--- src/rtl/irq_sequencer_pkg.sv ---
// -----------------------------------------------------------------------------
// irq_sequencer_pkg
// Shared definitions for the interrupt sequencer slice:
//   IRQ_ADDR_W     default program-memory address width
//   IRQ_ID_W       width of a request-line index (up to 8 lines)
//   IRQ_CNT_W      width of the service watchdog counter
//   irq_state_t    FSM encoding (IRQ_IDLE / IRQ_SERVICE)
//   vectorAddress  vector address of a line, before truncation to the
//                  address width of the instantiating module
// -----------------------------------------------------------------------------
package irq_sequencer_pkg;

    localparam int IRQ_ADDR_W = 8;
    localparam int IRQ_ID_W   = 3;
    localparam int IRQ_CNT_W  = 8;

    typedef enum logic {
        IRQ_IDLE    = 1'b0,
        IRQ_SERVICE = 1'b1
    } irq_state_t;

    // Computed at full integer width; the caller truncates to its own address
    // width, which gives the modulo-2^ADDR_W wrap of the vector table.
    function automatic logic [31:0] vectorAddress(
        input logic [31:0]         base,
        input logic [IRQ_ID_W-1:0] id,
        input logic [31:0]         stride
    );
        return base + ({29'd0, id} * stride);
    endfunction

endpackage

--- src/rtl/irq_prio_enc.sv ---
// -----------------------------------------------------------------------------
// irq_prio_enc
// Fixed-priority encoder for pending interrupt lines. The lowest set index
// wins; there is no rotation or fairness.
// Ports:
//   i_req    in   NUM_IRQ   pending request vector
//   o_valid  out  1         at least one request is set
//   o_idx    out  3         index of the winning (lowest) set bit
// -----------------------------------------------------------------------------
module irq_prio_enc
    import irq_sequencer_pkg::*;
#(
    parameter int NUM_IRQ = 4
) (
    input  logic [NUM_IRQ-1:0]  i_req,
    output logic                o_valid,
    output logic [IRQ_ID_W-1:0] o_idx
);

    // Scan from the top down so the last match, the lowest index, is the one
    // left standing.
    always_comb begin
        o_valid = 1'b0;
        o_idx   = '0;
        for (int i = NUM_IRQ - 1; i >= 0; i--) begin
            if (i_req[i]) begin
                o_valid = 1'b1;
                o_idx   = IRQ_ID_W'(i);
            end
        end
    end

endmodule

--- src/rtl/irq_sequencer.sv ---
// -----------------------------------------------------------------------------
// irq_sequencer
// Interrupt controller beside the program sequencer. Arbitrates NUM_IRQ level
// requests, redirects fetch to a per-line vector, saves the sequencer's next
// fetch address on entry and restores it on RTI. A watchdog flags services
// that run longer than TIMEOUT cycles.
// Ports:
//   i_clk           in   1        system clock
//   i_sync_reset_n  in   1        synchronous active-low reset
//   i_irq_req       in   NUM_IRQ  level requests, held until acked
//   i_irq_mask      in   NUM_IRQ  1 = line enabled
//   i_global_en     in   1        master interrupt enable
//   i_take_ok       in   1        current instruction is interruptible
//   i_rti           in   1        return-from-interrupt instruction in pc
//   i_next_addr     in   ADDR_W   sequencer's un-forced fetch address
//   o_force_jmp     out  1        override the sequencer fetch address
//   o_force_addr    out  ADDR_W   address to fetch when o_force_jmp=1
//   o_irq_ack       out  NUM_IRQ  one-hot ack, same cycle as vectoring
//   o_in_service    out  1        1 while servicing an interrupt
//   o_active_id     out  3        index of the line being serviced
//   o_watchdog_err  out  1        sticky service-timeout flag
// -----------------------------------------------------------------------------
module irq_sequencer
    import irq_sequencer_pkg::*;
#(
    parameter int                NUM_IRQ       = 4,
    parameter int                ADDR_W        = IRQ_ADDR_W,
    parameter logic [ADDR_W-1:0] VECTOR_BASE   = 'hF0,
    parameter int                VECTOR_STRIDE = 4,
    parameter int                TIMEOUT       = 255
) (
    input  logic                i_clk,
    input  logic                i_sync_reset_n,
    input  logic [NUM_IRQ-1:0]  i_irq_req,
    input  logic [NUM_IRQ-1:0]  i_irq_mask,
    input  logic                i_global_en,
    input  logic                i_take_ok,
    input  logic                i_rti,
    input  logic [ADDR_W-1:0]   i_next_addr,
    output logic                o_force_jmp,
    output logic [ADDR_W-1:0]   o_force_addr,
    output logic [NUM_IRQ-1:0]  o_irq_ack,
    output logic                o_in_service,
    output logic [IRQ_ID_W-1:0] o_active_id,
    output logic                o_watchdog_err
);

    localparam logic [IRQ_CNT_W-1:0] TIMEOUT_C = IRQ_CNT_W'(TIMEOUT);

    irq_state_t            r_state;
    irq_state_t            w_stateNext;
    logic [NUM_IRQ-1:0]    r_irqQ;
    logic [ADDR_W-1:0]     r_savedAddr;
    logic [IRQ_CNT_W-1:0]  r_svcCnt;
    logic [IRQ_CNT_W-1:0]  w_svcCntInc;
    logic [IRQ_ID_W-1:0]   r_activeId;
    logic                  r_watchdogErr;

    logic [NUM_IRQ-1:0]    w_pend;
    logic                  w_pendValid;
    logic [IRQ_ID_W-1:0]   w_prioIdx;
    logic [ADDR_W-1:0]     w_vecAddr;
    logic                  w_take;
    logic                  w_forceJmp;
    logic [ADDR_W-1:0]     w_forceAddr;
    logic [NUM_IRQ-1:0]    w_irqAck;

    // Arbitration works on the registered requests, so no output ever
    // depends combinationally on i_irq_req.
    assign w_pend = r_irqQ & i_irq_mask;

    irq_prio_enc #(
        .NUM_IRQ (NUM_IRQ)
    ) u_prioEnc (
        .i_req   (w_pend),
        .o_valid (w_pendValid),
        .o_idx   (w_prioIdx)
    );

    assign w_vecAddr = ADDR_W'(vectorAddress(32'(VECTOR_BASE), w_prioIdx,
                                             32'(VECTOR_STRIDE)));

    assign w_svcCntInc = (r_svcCnt == TIMEOUT_C) ? r_svcCnt : r_svcCnt + 1'b1;

    // Next-state and fetch-override logic. A take and an RTI can never
    // coincide: RTI is only honoured in SERVICE and takes only happen in IDLE,
    // so at least one main-line fetch separates a return from the next take.
    // Everything is forced quiet while reset is asserted so the sequencer sees
    // no override during the reset cycle itself.
    always_comb begin
        w_stateNext = r_state;
        w_take      = 1'b0;
        w_forceJmp  = 1'b0;
        w_forceAddr = '0;
        w_irqAck    = '0;

        case (r_state)
            IRQ_IDLE: begin
                if (i_global_en && i_take_ok && w_pendValid) begin
                    w_take      = 1'b1;
                    w_forceJmp  = 1'b1;
                    w_forceAddr = w_vecAddr;
                    w_stateNext = IRQ_SERVICE;
                    for (int i = 0; i < NUM_IRQ; i++) begin
                        w_irqAck[i] = (w_prioIdx == IRQ_ID_W'(i));
                    end
                end
            end
            IRQ_SERVICE: begin
                if (i_rti) begin
                    w_forceJmp  = 1'b1;
                    w_forceAddr = r_savedAddr;
                    w_stateNext = IRQ_IDLE;
                end
            end
            default: begin
                w_stateNext = IRQ_IDLE;
            end
        endcase

        if (!i_sync_reset_n) begin
            w_take      = 1'b0;
            w_forceJmp  = 1'b0;
            w_forceAddr = '0;
            w_irqAck    = '0;
            w_stateNext = IRQ_IDLE;
        end
    end

    // State, request capture, return address and watchdog. The counter is
    // cleared on each take and saturates, so the error flag fires exactly once
    // per over-long service and then stays set until reset.
    always_ff @(posedge i_clk) begin
        if (!i_sync_reset_n) begin
            r_state       <= IRQ_IDLE;
            r_irqQ        <= '0;
            r_savedAddr   <= '0;
            r_svcCnt      <= '0;
            r_activeId    <= '0;
            r_watchdogErr <= 1'b0;
        end else begin
            r_state <= w_stateNext;
            r_irqQ  <= i_irq_req;
            if (w_take) begin
                r_savedAddr <= i_next_addr;
                r_activeId  <= w_prioIdx;
                r_svcCnt    <= '0;
            end else if (r_state == IRQ_SERVICE) begin
                r_svcCnt <= w_svcCntInc;
                if (w_svcCntInc == TIMEOUT_C) begin
                    r_watchdogErr <= 1'b1;
                end
            end
        end
    end

    assign o_force_jmp    = w_forceJmp;
    assign o_force_addr   = w_forceAddr;
    assign o_irq_ack      = w_irqAck;
    assign o_in_service   = i_sync_reset_n && (r_state == IRQ_SERVICE);
    assign o_active_id    = i_sync_reset_n ? r_activeId : '0;
    assign o_watchdog_err = i_sync_reset_n && r_watchdogErr;

endmodule
--- config.mk ---
export PLATFORM = sky130hd
export DESIGN_NAME = irq_sequencer
export DESIGN_NICKNAME = d
export VERILOG_FILES = /design/src/rtl/irq_sequencer_pkg.sv /design/src/rtl/irq_prio_enc.sv /design/src/rtl/irq_sequencer.sv
export SDC_FILE = /design/constraint.sdc
export NUM_CORES = 1
export LEC_CHECK = 0
export BUFFER_PORTS_ARGS = -buffer_cell sky130_fd_sc_hd__buf_2
export CAP_MARGIN = 20
export CORE_MARGIN = 1
export CORE_UTILIZATION = 55
export DETAILED_ROUTE_END_ITERATION = 10
export PLACE_DENSITY = 0.84
export SLEW_MARGIN = 30
export SYNTH_ARGS = -nofsm -noshare
export SYNTH_HDL_FRONTEND = slang
export SYNTH_HIERARCHICAL = 1
export SYNTH_SLANG_ARGS = --single-unit
--- constraint.sdc ---
create_clock -name i_clk -period 4.15 [get_ports i_clk]
set_clock_uncertainty 0.2 [all_clocks]
set_input_delay 0.6225 -clock i_clk [delete_from_list [all_inputs] [get_ports i_clk]]
set_output_delay 0.6225 -clock i_clk [all_outputs]
set_load 0.1 [all_outputs]
==> results.py <==
metrics = {
    "run_status": {
        "status": "completed",
    },
    "yosys": {
        "syn_area_per_cell_sq_um": 8.22,
        "synth_cell_type_count": 41,
        "ys.flop_type": "dfxtp_1",
        "synthesis.area_sq_um": 1360,
        "synth_seq_cells": 25,
        "netlist_instances": 165,
        "ys_seq_area_frac": 0.369,
        "synth-edff-count": 0,
        "ys_top_cells_by_area": "dfxtp_1 37%, nand2_1 9.4%, and2_1 5.1%, a21boi_0 4.4%, xnor2_1 3.2%",
        "synth_top_area_share": 0.369,
        "synth_largest_area_cell": "dfxtp_1",
        "synth-async-reset-ratio": 0,
        "yosysWarnings": 6,
        "synthesis.nets": 187,
    },
    "power_and_ir_drop": {
        "power_frac_seq": 0.596,
        "p_switching_uw": 118,
        "max-vdd-ir-drop_mv": 0.192,
        "p_clk_frac": 0.257,
        "p_int_uw": 303,
        "p_leak_uw": 0.000645,
        "netSwitchingFraction": 0.280,
        "pwr-share-comb": 0.148,
        "power_density_nw_per_um2": 271,
    },
    "placement": {
        "gp_congestion": 0.755,
        "placed_area_sq_um": 1530,
        "port_buffers": 38,
        "dp_hpwl_microns": 2040,
    },
    "finish": {
        "finalInstanceArea_sq_um": 1550,
        "syn_to_final_growth_pct": 14.4,
        "drive_gt1_frac": 0.263,
        "finish.utilization": 0.682,
        "insertedDiodeCount": 0,
        "fin_nets": 221,
    },
    "worst_setup_path": {
        "arrival_ns": 2.51,
        "crit_required_ns": 3.33,
        "end_kind": "primary output",
        "critPathLaunchType": "flop",
        "critPathKind": "flop to primary output",
        "path_max_fanout": 15,
    },
    "global_route": {
        "grt.total_usage": 0.224,
        "overflow": 0,
        "grt_pass1_wl_microns": 4560,
        "grt_pass1_vias": 1108,
        "antenna_found_initial": 0,
        "grt_max_degree": 26,
    },
    "timing": {
        "tns_ns": 0,
        "maxSlewViolCount": 0,
        "fin_crit_sh": 0.803,
        "finalSetupViolCount": 0,
        "grt_setup_unrepaired": "no",
        "worst_pin_slew_ns": 0.512,
        "slew_headroom": 0.657,
        "hold_viol": 0,
        "max_freq_mhz": 300,
        "period_needed_ns": 3.33,
    },
    "drt": {
        "routedWlPerCell_microns": 12.3,
        "drt_pre_antenna_iters": 4,
        "viasPerCell": 5.45,
        "drt_iter0_drc": 36,
        "vias": 1232,
        "drc_errors": 0,
        "ant_nets": 0,
        "routed_wl_microns": 2790,
    },
    "clock_tree": {
        "ctsResizeCount": 0,
        "cts_buffers": 3,
        "htree_levels": 1,
        "cts.clk_slew.worst_paths_ns": 0.13,
        "cts-root-buf": "clkbuf_4",
        "cts_buffer_depth": 2,
        "clkSinkCount": 25,
        "postCtsSetupRepairBufs": 0,
        "clock_latency_ns": 0.32,
        "postCtsHoldBufs": 0,
        "cts_tree": "done",
    },
    "die": {
        "die_h_microns": 51.7,
        "io_pins": 39,
        "start_util": 0.596,
        "chipWidth_microns": 51.7,
        "core-area_sq_um": 2280,
        "rows": 17,
        "die_area_sq_um": 2670,
    },
    "job": {
        "maxCapViolCount": 0,
    },
    "min_path": {
        "hold_class": "flop to flop",
    },
}
## layout make-up
class	count	area [sq um]
sequential	25	500
fill	195	724
clock buffer	4	26.3
inverter	9	33.8
timing repair buffer	38	190
tap	28	35.0
multi-input combinational	122	766
## routing by layer
metal,global-route usage,vias up,part of all wire
met5,0,-,0
met4,0.0811,0,0.014
met3,0.0292,5,0.073
met2,0.400,44,0.47
met1,0.272,556,0.45
li1,-,627,-
## final timing paths
check | from | endpoint | slack, ns | cells past startpoint
setup / recovery | r_state | o_irq_ack[3] | 0.82 | 5
hold / removal | r_savedAddr[3] | r_savedAddr[3] | 0.27 | 2
setup reg to reg | r_svcCnt[0] | r_watchdogErr | 2.12 | 5
hold reg to reg | r_savedAddr[3] | r_savedAddr[3] | 0.27 | 2
## per-stage QoR
| step | std cells | worst slack, ns | power (uW) | hold slack [ns] |
|---|---|---|---|---|
| after global routing | 226 | 0.612 | 439 | 0.289 |
| after global placement | 222 | 0.921 | 316 | 0.244 |
| final | 226 | 0.818 | 421 | 0.265 |
| after CTS | 226 | 0.818 | 423 | 0.267 |
| after floorplan | 165 | -1.00 | 301 | 0.229 |
| after detailed placement | 222 | 0.835 | 318 | 0.250 |
## state kept, by name, indices dropped and copies added, names as in the netlist
register	flops
r_watchdogErr	1
r_savedAddr	8
r_irqQ	4
r_svcCnt	8
r_state	1
r_activeId	3
## synth_stat cells (2+ instances only)
master,instances
and3_1,5
dfxtp_1,25
buf_6,2
inv_1,8
a21boi_0,8
nor2_1,7
nor3_1,3
a21oi_1,8
xnor2_1,5
and2_1,11
buf_2,3
nor4b_1,2
nand3_1,6
nor4_1,2
clkbuf_1,3
a21boi_1,5
nand2_1,34
a31oi_2,2
and4_1,2
o21ai_0,2
mux2i_1,2
## power by group through the flow
stage	Combinational [uW]	Sequential [uW]	Clock (uW)
after floorplan	46.4	254	0
after global placement	59.9	256	0
after detailed placement	61.5	256	0
after CTS	61.7	251	110
after global routing	66.7	252	120
final	62.1	251	108
## critical path, stage by stage (launching register included)
cell,delay (ns)
dfxtp_1,0.49
inv_2,0.21
and4_1,0.47
nand2_1,0.24
nor4bb_1,0.31
buf_2,0.48
## cell families after synthesis
| family | Yosys count | synth area share |
|---|---|---|
| buffers and inverters | 18 | 0.0664 |
| flip-flops | 25 | 0.369 |
| XOR/XNOR | 5 | 0.0323 |
| adder cells (fa/ha/maj) | 1 | 0.00922 |
| multiplexers | 2 | 0.0148 |
| other | 1 | 0.00276 |
| AND/OR/NAND/NOR | 81 | 0.312 |
| AO/OA/AOI/OAI | 32 | 0.194 |
## layout by cell type (no fill, tap or decap), types with 2 or more instances in the layout
master | synthesis | layout
nor3_1 | 3 | 3
mux2i_1 | 2 | 2
dfxtp_1 | 25 | 25
clkbuf_4 | 0 | 3
nand3_1 | 6 | 6
a21boi_1 | 5 | 6
a31oi_2 | 2 | 2
a21boi_0 | 8 | 7
and3_1 | 5 | 5
and2_1 | 11 | 11
buf_2 | 3 | 38
nor4b_1 | 2 | 2
a21oi_1 | 8 | 8
nand2_1 | 34 | 34
nor4_1 | 2 | 2
inv_1 | 8 | 8
nor2_1 | 7 | 7
and4_1 | 2 | 2
xnor2_1 | 5 | 5
o21ai_0 | 2 | 2
No activity file was read; power rests on OpenSTA's default activity.
